$ cat config.mk
export PLATFORM = sky130hd
export DESIGN_NAME = ssd_scan
export DESIGN_NICKNAME = d
export VERILOG_FILES = /design/src/rtl/ssd_pkg.sv /design/src/rtl/ssd_hex_font.sv /design/src/rtl/ssd_scan.sv
export SDC_FILE = /design/constraint.sdc
export NUM_CORES = 1
export LEC_CHECK = 0
export ABC_AREA = 1
export BUFFER_PORTS_ARGS = -buffer_cell sky130_fd_sc_hd__buf_2
export CORE_MARGIN = 2
export CORE_UTILIZATION = 45
export CTS_BUF_LIST = sky130_fd_sc_hd__clkbuf_16
export DETAILED_ROUTE_END_ITERATION = 10
export PLACE_DENSITY = 0.66
export SLEW_MARGIN = 10
export SYNTH_ARGS = -nofsm -noshare
export SYNTH_HDL_FRONTEND = slang
export SYNTH_SLANG_ARGS = --single-unit
$ cat constraint.sdc
create_clock -name clk_in -period 1.8 [get_ports clk_in]
set_input_delay 0.27 -clock clk_in [delete_from_list [all_inputs] [get_ports clk_in]]
set_output_delay 0.27 -clock clk_in [all_outputs]
set_load 0.1 [all_outputs]
$ cat src/rtl/ssd_pkg.sv
// rtl/ssd_pkg.sv - shared segment type, blank pattern and hex font table
package ssd_pkg;

   // Active-low segment pattern, bit order {g,f,e,d,c,b,a}.
   typedef logic [6:0] seg_t;

   // All segments off.
   localparam seg_t SEG_BLANK = 7'h7F;

   // Active-low hex glyphs, entry 15 first: F E d C b A 9 8 7 6 5 4 3 2 1 0.
   localparam logic [15:0][6:0] HEX_FONT = {
      7'h0E, 7'h06, 7'h21, 7'h46, 7'h03, 7'h08, 7'h10, 7'h00,
      7'h78, 7'h02, 7'h12, 7'h19, 7'h30, 7'h24, 7'h79, 7'h40
   };

endpackage

$ cat src/rtl/ssd_hex_font.sv
// rtl/ssd_hex_font.sv - combinational nibble to active-low seven-segment glyph
module ssd_hex_font
   import ssd_pkg::*;
(
   input  logic [3:0] nibble,
   output seg_t       seg
);

   assign seg = HEX_FONT[nibble];

endmodule

$ cat src/rtl/ssd_scan.sv
// rtl/ssd_scan.sv - multiplexed seven-segment scanner with PWM dimming and leading-zero blanking; optional decimal points under SSD_SCAN_DP_EN
module ssd_scan
   import ssd_pkg::*;
#(
   parameter int NUM_DIGITS  = 8,
   parameter int REFRESH_DIV = 100000,
   parameter int BRIGHT_W    = 4
) (
   input  logic                    clk_in,
   input  logic                    rst_in,
   input  logic [4*NUM_DIGITS-1:0] val_in,
   input  logic [NUM_DIGITS-1:0]   blank_in,
   input  logic                    lzb_en_in,
   input  logic [BRIGHT_W-1:0]     bright_in,
`ifdef SSD_SCAN_DP_EN
   input  logic [NUM_DIGITS-1:0]   dp_in,
   output logic                    dp_out,
`endif
   output logic [6:0]              cat_out,
   output logic [NUM_DIGITS-1:0]   an_out,
   output logic                    frame_out
);

   // Prescaler is wide enough to also hold the threshold value REFRESH_DIV.
   localparam int CNT_W  = $clog2(REFRESH_DIV + 1);
   localparam int IDX_W  = (NUM_DIGITS > 1) ? $clog2(NUM_DIGITS) : 1;
   // (bright+1) <= 2**BRIGHT_W and REFRESH_DIV < 2**CNT_W, so this never overflows.
   localparam int PROD_W = CNT_W + BRIGHT_W + 1;

   localparam logic [CNT_W-1:0] CNT_LAST = CNT_W'(REFRESH_DIV - 1);
   localparam logic [IDX_W-1:0] IDX_LAST = IDX_W'(NUM_DIGITS - 1);

   // Scan state.
   logic [CNT_W-1:0] presc;
   logic [IDX_W-1:0] idx;
   logic             started;
   logic             latch;

   // Frame shadow copies of the inputs.
   logic [NUM_DIGITS-1:0][3:0] val_sh;
   logic [NUM_DIGITS-1:0]      blank_sh;
   logic [CNT_W-1:0]           thr_sh;
`ifdef SSD_SCAN_DP_EN
   logic [NUM_DIGITS-1:0]      dp_sh;
`endif

   // Values captured at the next latch.
   logic [NUM_DIGITS-1:0][3:0] val_nib;
   logic [NUM_DIGITS-1:0]      lzb_mask;
   logic                       lzb_run;
   logic [PROD_W-1:0]          thr_prod;
   logic [CNT_W-1:0]           thr_next;

   // Current-slot decode.
   logic                  digit_on;
   logic                  cur_blank;
   seg_t                  font_seg;
   logic [NUM_DIGITS-1:0] an_next;
   seg_t                  cat_next;
`ifdef SSD_SCAN_DP_EN
   logic                  dp_next;
`endif

   assign val_nib = val_in;

   // The first edge after reset and the last slot of a frame both start a new frame.
   assign latch = !started || ((presc == CNT_LAST) && (idx == IDX_LAST));

   assign thr_prod = (PROD_W'(bright_in) + PROD_W'(1)) * PROD_W'(REFRESH_DIV);
   assign thr_next = CNT_W'(thr_prod >> BRIGHT_W);

   // Leading-zero run from the top digit down; digit 0 is never part of it.
   always_comb begin
      lzb_mask = '0;
      lzb_run  = lzb_en_in;
      for (int i = NUM_DIGITS - 1; i >= 1; i--) begin
         if (val_nib[i] != 4'h0) begin
            lzb_run = 1'b0;
         end
         lzb_mask[i] = lzb_run;
      end
   end

   // Prescaler and digit index; a frame latch restarts both at slot 0.
   always_ff @(posedge clk_in or negedge rst_in) begin
      if (!rst_in) begin
         presc     <= '0;
         idx       <= '0;
         started   <= 1'b0;
         frame_out <= 1'b0;
      end else begin
         started   <= 1'b1;
         frame_out <= latch;
         if (latch) begin
            presc <= '0;
            idx   <= '0;
         end else if (presc == CNT_LAST) begin
            presc <= '0;
            idx   <= idx + IDX_W'(1);
         end else begin
            presc <= presc + CNT_W'(1);
         end
      end
   end

   // Shadow registers hold the inputs steady for a whole frame.
   always_ff @(posedge clk_in or negedge rst_in) begin
      if (!rst_in) begin
         val_sh   <= '0;
         blank_sh <= '0;
         thr_sh   <= '0;
`ifdef SSD_SCAN_DP_EN
         dp_sh    <= '0;
`endif
      end else if (latch) begin
         val_sh   <= val_nib;
         blank_sh <= blank_in | lzb_mask;
         thr_sh   <= thr_next;
`ifdef SSD_SCAN_DP_EN
         dp_sh    <= dp_in;
`endif
      end
   end

   ssd_hex_font u_font (
      .nibble (val_sh[idx]),
      .seg    (font_seg)
   );

   assign cur_blank = !started || blank_sh[idx];
   assign digit_on  = !cur_blank && (presc < thr_sh);

   // Decode the next anode and cathode values for the current slot.
   always_comb begin
      an_next = '1;
      for (int i = 0; i < NUM_DIGITS; i++) begin
         if (digit_on && (idx == IDX_W'(i))) begin
            an_next[i] = 1'b0;
         end
      end
      cat_next = cur_blank ? SEG_BLANK : font_seg;
   end

`ifdef SSD_SCAN_DP_EN
   assign dp_next = !(digit_on && dp_sh[idx]);
`endif

   // Registered drivers so anode and cathode switch on the same edge.
   always_ff @(posedge clk_in or negedge rst_in) begin
      if (!rst_in) begin
         an_out  <= '1;
         cat_out <= SEG_BLANK;
`ifdef SSD_SCAN_DP_EN
         dp_out  <= 1'b1;
`endif
      end else begin
         an_out  <= an_next;
         cat_out <= cat_next;
`ifdef SSD_SCAN_DP_EN
         dp_out  <= dp_next;
`endif
      end
   end

endmodule

; After elaboration in Yosys (flattened, before gate mapping)
; Memory sizes are Yosys's and may differ from the RTL's.
; Cells that the tools add are included.
[classes]
n_addsub = 3
n_mul = 1
order_cmp = 3
n_eq_ne = 8
n_mux = 25
bitwise = 1
reduce_logical = 23
[op_table]
columns = op, n
row1 = two-way mux 17 bit, 2
row2 = nonzero test 4 bit, 7
row3 = adder 17 x 1 -> 17 bit (second input constant), 1
row4 = equality test 17 bit (second input constant), 1
row5 = < comparator 17 bit, 1
row6 = multiplier 5 x 12 -> 16 bit (second input constant), 1
row7 = two-way mux 1 bit, 16
row8 = two-way mux 7 bit, 2
row9 = binary-select mux 4 bit (select 3 bit), 1
row10 = equality test 3 bit (second input constant), 4
row11 = logical AND 1 bit, 10
row12 = OR 8 bit, 1
row13 = equality test 3 x 2 -> 1 bit (second input constant), 2
row14 = two-way mux 3 bit, 2
row15 = adder 4 x 1 -> 5 bit (second input constant), 1
row16 = < comparator 4 x 5 -> 1 bit (second input constant), 1
row17 = < comparator 3 x 4 -> 1 bit (second input constant), 1
row18 = two-way mux 4 bit, 1
row19 = adder 3 x 1 -> 3 bit (second input constant), 1
row20 = binary-select mux 1 bit (select 3 bit), 1
row21 = equality test 3 x 1 -> 1 bit (second input constant), 1
row22 = logical NOT 3 bit, 1
row23 = logical NOT 1 bit, 2
row24 = logical OR 1 bit, 2
row25 = nonzero test 2 bit, 1
[totals]
register_bits = 93
rom_bits = 112
word_cells = 81
n_memories = 1
[mem_list]
columns = memory, words, word_bits, rd, rd_clocked_by_memory_dff, write_ports, line
row1 = (no name shown), 16, 7, 1, 0, 0, ssd_hex_font.sv:9  ; assign seg = HEX_FONT[nibble];

; Logic depth before layout (Yosys ltp)
[logic_depth]
word_depth = 9
mapped_depth = 18

; Cells and area by module
; Synthesis repeated with hierarchy kept, for this count alone.
[hier_totals]
cells_unflattened = 765
hier_area_um2 = 5916.9
[modules_own_cells]
columns = mod, n_inst, cells_per_inst, area_each_um2, seq_area_each_um2
row1 = ssd_scan, 1, 716, 5642.9, 2346.0
row2 = ssd_hex_font, 1, 49, 274.0, 0.0

; Worst setup path after synthesis
; No wires, ideal clock.
[synth_timing]
path_kind = input port to flip-flop
from = in bright_in[0]
to = reg thr_sh[11]
setup_time_ns = 0.117
arrival_time_ns = 2.584
t_required_ns = 1.683
setup_slack_ns = -0.901
stages = 14
path_cell_list = ha_1 inv_1 nor3_1 ha_1 ha_1 ha_1 ha_1 nand2_1 nor2_1 inv_1 o21ai_0 nand2_1 nand3_1 nand2_1
[synth_via]
elab_chain_len = 2
[synth_rtl]
columns = element, line
row1 = from (decl), ssd_scan.sv:14  ; input logic [BRIGHT_W-1:0] bright_in,
row2 = adder 4 x 1 -> 5 bit, ssd_scan.sv:69  ; assign thr_prod = (PROD_W'(bright_in) + PROD_W'(1)) * PROD_W'(REFRESH_DIV);
row3 = multiplier 5 x 12 -> 16 bit, ssd_scan.sv:69
row4 = to (signal assigned), ssd_scan.sv:118  ; thr_sh <= thr_next;
row5 = to (decl), ssd_scan.sv:42  ; logic [CNT_W-1:0] thr_sh;
; No other way between the ends.
; A chain may end at the register's enable or synchronous reset.

; Worst setup path after layout
[layout_timing]
from = in bright_in[0]
to = reg thr_sh[13]
; Same word-level chain as after synthesis.

==> impl_metrics.toml <==
[status]
status = "finished, violations left"
violations = "negative setup slack"

[drt]
routed_via_density = 5.17
via_count = 5684
wl_per_cell_microns = 15.2
first_pass_iters = 6
drt_iter0_markers = 477
drt_wl_total_microns = 16700
ant_nets = 0
drc_errors = 0

[yosys]
ys_warn_count = 0
synth_top_area_frac = 0.333
synth_seq_cells = 93
synth.area.top_cells = "dfrtp_1 33%, nand2_1 14%, ha_1 12%"
synth_top_area_cell = "dfrtp_1"
syn_area_per_cell_sq_um = 7.62
syn_area_sq_um = 5860
syn_nets = 873
synthCells = 769
yosysUniqueCellTypes = 35
seq_area_frac_synth = 0.400

[power]
p_leak_nw = 4.15
power_density_nw_per_um2 = 908
ir_drop_mv = 0.481
p_total_mw = 7.90

[clock_tree]
cts_tree = "yes"
cts_buffer_depth = 2
root_buffer = "clkbuf_16"
cts.clk_slew.worst_paths_ns = 0.07
h-tree-depth = 3
clock_sinks = 93
clock_latency_ns = 0.35
numCtsBuffers = 9

[timing]
finalCritPeriodShare = 1.28
worst_pin_slew_ns = 0.617
max_slew_margin = 0.589
rsz0062_at_grt = "yes"
setup_viol = 28
fmax_ghz = 0.434
period_minus_slack_ns = 2.30
fin_ws_ns = -0.504
slew_violations = 0
hold_violations = 0
tns_ns = -5.04
skew_ns = 0.00837

[global_route]
grt_max_degree = 94
grtUsageTotal = 0.209
grt_pass1_vias = 5140
grt_pass1_wl_microns = 24000
antenna_found_initial = 0
gr-total-overflow = 0

[die]
coreArea_sq_um = 12700
chipHeight_microns = 118
floorplan.die_area_sq_um = 14000
pin_count = 63
row_count = 41
die-width_microns = 118
initial_core_util = 0.463

[cells_and_area]
antennaDiodeCount = 0
final_nets = 1026
drive_gt1_frac = 0.397
utilization = 0.686
area_growth_syn_to_layout_pct = 48.3
fin_cells = 1099

[critical_path]
startpoint_type = "primary input"
slowest_delay_ns = 0.27
slowest_stage = "ha_4"
rrSetupSlack_ns = -0.19
crit_chain = "buf_12 > ha_4 > inv_4 > nor3_4 > buf_6 > nor2_4 > inv_2 > ha_4 > ha_4 > ha_4 > nand2_4 > inv_4 > buf_6 > a21oi_4 > o21ai_2 > nand2_1 > nand3_1 > nand3_1 > nand2_1"
cpMostUsedCell = "ha_4"
worstPathArrival_ns = 2.55
cp_data_required_time_ns = 2.05
critical_path_class = "in2reg"
endpoint_kind = "flop"
path_max_fanout = 4

[placement]
placed_cells = 1043
hpwlAfterDp_microns = 10500
place_congestion = 0.933
port_buffers = 62
preCtsSetupSlack_ns = -0.878

[flow_run]
drv_cap = 0

[hold_path]
min_path_type = "in2reg"
[Yosys cell counts]
master / n
buf_4: 1
fa_1: 1
nor2_2: 2
nand3_1: 71
clkbuf_2: 1
o21ai_1: 2
o21bai_1: 4
xnor2_1: 3
nor4_1: 3
o21a_1: 2
nor2_4: 1
and2_0: 1
dfrtp_1: 78
nor2_1: 76
dfstp_2: 15
nand3_2: 1
ha_1: 56
nor3b_2: 1
o21ai_0: 53
buf_6: 9
xor2_1: 14
clkbuf_1: 4
nand2_2: 3
a21oi_1: 26
nand2_1: 211
inv_2: 4
nor3_1: 7
o211a_1: 1
inv_4: 1
nand4_1: 9
conb_1: 2
buf_2: 7
inv_1: 97
a31oi_1: 1
a211oi_1: 1
[logic make-up after synthesis]
logic type                 count (synthesis)  synth area share
xor gates and xnor gates                  17            0.0254
adders and majority gates                 57             0.123
AOI/OAI and AO/OA                         90            0.0809
DFF                                       93             0.400
other                                      2           0.00128
and+or+nand+nor                          386             0.275
buffers and inverters                    124            0.0937
[registers in the layout, summed over array words and instances (netlist names)]
name / flops
val_sh: 32
blank_sh: 8
presc: 17
cat_out: 7
frame_out: 1
an_out: 8
started: 1
idx: 3
thr_sh: 16
[path summary, 6_finish.rpt]
check,from,endpoint,cells after the start
setup / recovery,bright_in[0],thr_sh[13]$_DFFE_PN0N_,19
max in group asynchronous,rst_in,idx[1]$_DFFE_PN0P_,3
hold reg to reg,val_sh[17]$_DFFE_PN0N_,val_sh[17]$_DFFE_PN0N_,2
setup reg to reg,idx[0]$_DFFE_PN0P_,cat_out[1]$_DFF_PN1_,12
min in group asynchronous,rst_in,presc[2]$_DFF_PN0_,3
hold / removal,val_in[1],val_sh[1]$_DFFE_PN0N_,3
[critical path, delay by kind of cell]
family	cells	cell delay, ns
AO/OA/AOI/OAI	2	0.24
adder cells (fa/ha/maj)	4	0.87
buffers and inverters	6	0.51
AND/OR/NAND/NOR	7	0.67
[report_power, final]
group          internal [mW]  switching, mW  leakage [nW]
clock                   1.07          0.818         0.141
sequential              2.36          0.120          1.13
combinational           1.45           2.07          2.88
[per-layer routing]
metal / wire length, microns / up-vias / GRT usage
li1: - / 2760 / -
met1: 7180 / 2715 / 0.291
met2: 8330 / 173 / 0.341
met3: 853 / 36 / 0.0310
met4: 380 / 0 / 0.0557
met5: 0 / - / 0
[layout by cell type, fill, tap and decap left out, drive strengths merged, types with 2 or more instances in the layout]
master and instances:
nor3 7, o21bai 4, o21a 2, a21oi 26, clkbuf 14, nand2 215
clkinv 4, conb 2, buf 156, o21ai 55, nand3 72, xnor2 3
ha 56, nor4 3, dfrtp 78, clkinvlp 4, dfstp 15, inv 101
xor2 14, nor2 79, nand4 9
[metrics by stage]
stage          hold WS [ns]  cell area [sq um]
6_report              0.123               8690
5_1_grt               0.130               8690
4_1_cts               0.116               7550
3_5_place_dp          0.364               7010
3_3_place_gp          0.355               7010
2_1_floorplan       -0.0256               6110
[layout make-up]
type	instances	area, sq um
Multi-Input combinational cell	553	4020
Fill cell	940	3980
Sequential cell	93	2350
Timing Repair Buffer	162	1380
Inverter	102	435
Clock buffer	9	225
Tap cell	172	215
Clock inverter	7	66.3
Timing Repair inverter	1	8.76
[timing repair]
| item | 4_1_cts | 5_1_grt |
|---|---|---|
| setup buffers | 2 | 31 |
| endpoints found under the setup margin | 19 | 51 |
| hold buffers | 1 | 0 |
| gates resized for setup | 49 | 177 |
| cloned | 0 | 7 |
| endpoints found under the hold margin | 48 | 0 |
| pin swaps | 20 | 68 |
Power figures use the tool's default switching activity.
